$ cat src/rtl/registro_digitos_vga.sv
// registro_digitos_vga: shadowed BCD digit bank committed on vsync, with blinking field/alarm flags
module registro_digitos_vga #(
    parameter int BLINK_FRAMES = 30
) (
    input  logic       clk,
    input  logic       reset,
    input  logic       wr_en,
    input  logic [3:0] addr,
    input  logic [7:0] data_in,
    input  logic       vsync,
    input  logic [3:0] campo_sel,
    input  logic       ring_in,
    output logic [3:0] hora1,
    output logic [3:0] hora2,
    output logic [3:0] min1,
    output logic [3:0] min2,
    output logic [3:0] sec1,
    output logic [3:0] sec2,
    output logic [3:0] dia1,
    output logic [3:0] dia2,
    output logic [3:0] mes1,
    output logic [3:0] mes2,
    output logic [3:0] ano1,
    output logic [3:0] ano2,
    output logic [3:0] ch1,
    output logic [3:0] ch2,
    output logic [3:0] cm1,
    output logic [3:0] cm2,
    output logic [3:0] cs1,
    output logic [3:0] cs2,
    output logic       bandera_Hhora,
    output logic       bandera_Mhora,
    output logic       bandera_Shora,
    output logic       bandera_Dfecha,
    output logic       bandera_Mfecha,
    output logic       bandera_Afecha,
    output logic       bandera_Hcrono,
    output logic       bandera_Mcrono,
    output logic       bandera_Scrono,
    output logic       activring,
    output logic       wr_err
);
    logic [7:0] shadow [9];
    logic [7:0] disp [9];
    logic       pending, vsync_d, blink_phase, phase_nxt, fe, wr_ok, sel_chg;
    logic [7:0] frame_cnt;
    logic [3:0] campo_d;
    logic [8:0] flags;

    assign fe        = vsync_d & ~vsync;
    assign wr_ok     = wr_en && addr <= 4'd8 && data_in[7:4] <= 4'd9 && data_in[3:0] <= 4'd9;
    assign sel_chg   = campo_sel != campo_d;
    assign phase_nxt = sel_chg ? 1'b1 : (fe && frame_cnt == 8'(BLINK_FRAMES - 1)) ? ~blink_phase : blink_phase;

    // Shadow writes, frame-synchronous commit to the displayed digits, and rejected-write pulse
    always_ff @(posedge clk) begin
        if (!reset) begin
            for (int i = 0; i < 9; i++) begin
                shadow[i] <= '0;
                disp[i]   <= '0;
            end
            pending <= 1'b0;
            wr_err  <= 1'b0;
        end else begin
            for (int i = 0; i < 9; i++) begin
                if (fe && pending) disp[i] <= shadow[i];
                if (wr_ok && addr == 4'(i)) shadow[i] <= data_in;
            end
            pending <= wr_ok | (pending & ~fe);
            wr_err  <= wr_en & ~wr_ok;
        end
    end

    // Frame-counted blink timer, restarted with a full on-period whenever the edited field changes
    always_ff @(posedge clk) begin
        if (!reset) begin
            vsync_d     <= 1'b1;
            campo_d     <= '0;
            frame_cnt   <= '0;
            blink_phase <= 1'b1;
            flags       <= '0;
            activring   <= 1'b0;
        end else begin
            vsync_d     <= vsync;
            campo_d     <= campo_sel;
            frame_cnt   <= sel_chg ? 8'd0 : !fe ? frame_cnt : (frame_cnt == 8'(BLINK_FRAMES - 1)) ? 8'd0 : frame_cnt + 8'd1;
            blink_phase <= phase_nxt;
            flags       <= (campo_sel >= 4'd1 && campo_sel <= 4'd9 && phase_nxt) ? 9'b1 << (campo_sel - 4'd1) : 9'b0;
            activring   <= ring_in & phase_nxt;
        end
    end

    assign {hora1, hora2} = disp[0];
    assign {min1, min2}   = disp[1];
    assign {sec1, sec2}   = disp[2];
    assign {dia1, dia2}   = disp[3];
    assign {mes1, mes2}   = disp[4];
    assign {ano1, ano2}   = disp[5];
    assign {ch1, ch2}     = disp[6];
    assign {cm1, cm2}     = disp[7];
    assign {cs1, cs2}     = disp[8];
    assign {bandera_Scrono, bandera_Mcrono, bandera_Hcrono, bandera_Afecha, bandera_Mfecha,
            bandera_Dfecha, bandera_Shora, bandera_Mhora, bandera_Hhora} = flags;
endmodule
$ cat config.mk
export PLATFORM = sky130hd
export DESIGN_NAME = registro_digitos_vga
export DESIGN_NICKNAME = d
export VERILOG_FILES = /design/src/rtl/registro_digitos_vga.sv
export SDC_FILE = /design/constraint.sdc
export NUM_CORES = 1
export LEC_CHECK = 0
export CAP_MARGIN = 20
export CORE_MARGIN = 2
export CORE_UTILIZATION = 52
export DETAILED_ROUTE_END_ITERATION = 12
export GPL_TIMING_DRIVEN = 1
export PLACE_DENSITY = 0.79
export SLEW_MARGIN = 20
export SYNTH_ARGS = -nofsm -noshare
export SYNTH_HDL_FRONTEND = slang
export SYNTH_SLANG_ARGS = --single-unit
export TNS_END_PERCENT = 5
$ cat constraint.sdc
create_clock -name clk -period 3.85 [get_ports clk]
set_clock_uncertainty 0.15 [all_clocks]
set_input_delay 0.5775 -clock clk [delete_from_list [all_inputs] [get_ports clk]]
set_output_delay 0.5775 -clock clk [all_outputs]
set_load 0.005 [all_outputs]
==> flow_summary.json <==
{
  "gp_congestion": 0.748,
  "cts_tree": "built",
  "clkTransAtPathRegs_ps": 60,
  "nets": 505,
  "crit_slowest_cell": "nor2_4",
  "outcome": "finished, final reports clean",
  "die_w_um": 112,
  "synth_area_sq_um": 6020,
  "cp.required_ps": 3980,
  "numCtsBuffers": 17,
  "crit_path_cell_trace": "clkdlybuf4s50_1, nor2b_1, nand2_1, nor2_4, buf_4, and2_1",
  "fin_ws_ps": 1250,
  "postCtsResizedCells": 0,
  "rows": 39,
  "worst_slew_pin_slew_ps": 636,
  "setup_violations": 0,
  "final_cell_mix": "144 x edfxtp_1, 103 x clkdlybuf4s50_1, 83 x and2_1",
  "drive_gt1_share_pct": 10.1,
  "period_minus_slack_ps": 2600,
  "yosysUniqueCellTypes": 32,
  "max_stage_delay_ps": 530,
  "dpl_cell_area_sq_um": 7280,
  "pre_cts_slack_ps": 823,
  "postCtsSetupRepairBufs": 0,
  "rsz0062_at_grt": "no",
  "die_h_um": 112,
  "ys_seq_area_share_pct": 80.5,
  "htreeDepth": 4,
  "postCtsHoldBufs": 0,
  "io_pins": 104,
  "finalPower_mw": 3.97,
  "dieArea_sq_um": 12500,
  "netlist_instances": 360,
  "antennaDiodeCount": 0,
  "power_density_nw_per_um2": 504,
  "setup_tns_ps": 0,
  "start_util_pct": 52.9,
  "grt_pass1_wl_um": 17300,
  "final_area_sq_um": 7860,
  "final_common_cell": "edfxtp_1",
  "grt_overflow": 0,
  "grt_pass1_vias": 3256,
  "place_inst": 606,
  "place.port_buffers": 103,
  "ff2ff_path_depth": 5,
  "vdd_drop_max_uv": 305,
  "arrival_ps": 2730,
  "maxSlewHeadroom_pct": 57.5,
  "clock_latency_ps": 420,
  "min_path_cells": 2,
  "finalNonFillerCells": 637,
  "critPathLaunchType": "primary input",
  "path_max_fanout": 38,
  "root_buffer": "clkbuf_16",
  "hp-start": "pending",
  "ant_nets": 0,
  "hold_viol_final": 0,
  "clock-sinks": 170,
  "first_pass_iters": 5,
  "clockBufferDepth": 2,
  "min_path_type": "reg2reg",
  "avgViaCountPerCell": 5.02,
  "post-route-period-util_pct": 67.5,
  "grt_util_all_layers_pct": 18.7,
  "maxSlewViolCount": 0,
  "core_sq_um": 11400,
  "timing.hold.ws_ps": 326,
  "dp_hpwl_um": 6970,
  "syn2layout_area_growth_pct": 30.6,
  "syn_avg_cell_area_sq_um": 16.7,
  "utilization_pct": 69.2,
  "drt_wl_total_um": 10700,
  "grt_max_degree": 73,
  "leakage_nw": 2.80,
  "critPathKind": "in2reg",
  "maxCapViolCount": 0,
  "fmax_mhz": 385,
  "synth_warnings": 0,
  "dr.first_iter.drc_count": 247,
  "antenna_found_initial": 0,
  "syn_nets": 383,
  "r2r-start": "vsync_d",
  "cp-startpoint": "vsync",
  "via_count": 3197,
  "wl_per_cell_um": 16.7,
  "synth-seq-cells": 170,
  "drc_errors": 0,
  "worstSetupEndpointType": "flip-flop"
}
-- power breakdown --
group | switching [mW] | internal, mW
sequential | 0.0252 | 2.09
clock | 0.652 | 1.01
combinational | 0.0884 | 0.105
total | 0.765 | 3.20
-- synth_stat cells --
cell type	instances	share of area, %
buf_6	2	0.37
and2_1	83	8.6
a21oi_1	1	0.083
a31o_2	1	0.15
inv_1	4	0.25
nor2b_1	1	0.10
nor2_2	1	0.10
o21ai_0	11	0.91
nor4b_4	1	0.39
xnor2_1	7	1.0
nand2b_1	7	0.73
nor4_1	9	0.94
nor3_1	2	0.17
xor2_1	3	0.44
a21oi_2	1	0.15
nand3b_1	3	0.37
nand2_1	12	0.75
and3_1	4	0.42
a211oi_2	1	0.21
nor2_1	11	0.69
clkbuf_1	10	0.62
o31ai_1	1	0.12
and3b_1	1	0.15
buf_2	1	0.083
a311o_2	1	0.19
or2_2	2	0.21
nand4_1	5	0.52
xnor2_2	1	0.27
dfxtp_1	26	8.6
nand3_1	1	0.083
edfxtp_1	144	72
ha_1	2	0.42
-- layer usage --
| layer | routed length, um | GRT usage [%] |
|---|---|---|
| met5 | 0 | 0 |
| met4 | 125 | 8.40 |
| met3 | 768 | 6.75 |
| met2 | 5280 | 29.3 |
| met1 | 4500 | 23.8 |
-- sequential cells by signal, summed over array words and instances (netlist names) --
register     count
blink_phase      1
vsync_d          1
pending          1
activring        1
campo_d          4
wr_err           1
frame_cnt        8
flags            9
disp            72
shadow          72
-- cells by family (layout without fill, tap and decap cells) --
logic type | count (synthesis) | count (layout) | share of synthesized area (%)
flops | 170 | 170 | 80.5
simple gates | 143 | 143 | 14.2
compound gates | 17 | 17 | 1.81
buf+inv | 17 | 151 | 1.33
xor+xnor | 11 | 11 | 1.73
fa+ha+maj | 2 | 2 | 0.416
-- layout make-up --
cell class / count / area [sq um]
inverters: 4 / 15.0
flip-flops and latches: 170 / 4840
well taps: 143 / 179
clock buffers: 18 / 429
repair buffers: 116 / 1140
multi-input cells: 173 / 1100
clock inverters: 13 / 153
fillers: 757 / 3510
-- worst max-delay path, delay by kind of cell --
kind	cells	cell delay [ps]
buf+inv	2	760
simple gates	4	1370
-- worst paths after layout --
path / endpoint / slack [ps]
hold / removal: pending / 330
hold reg to reg: pending / 330
setup / recovery: disp[0][63] / 1250
setup reg to reg: disp[0][63] / 1510
Note: power is estimated with default switching activity, not from simulation.
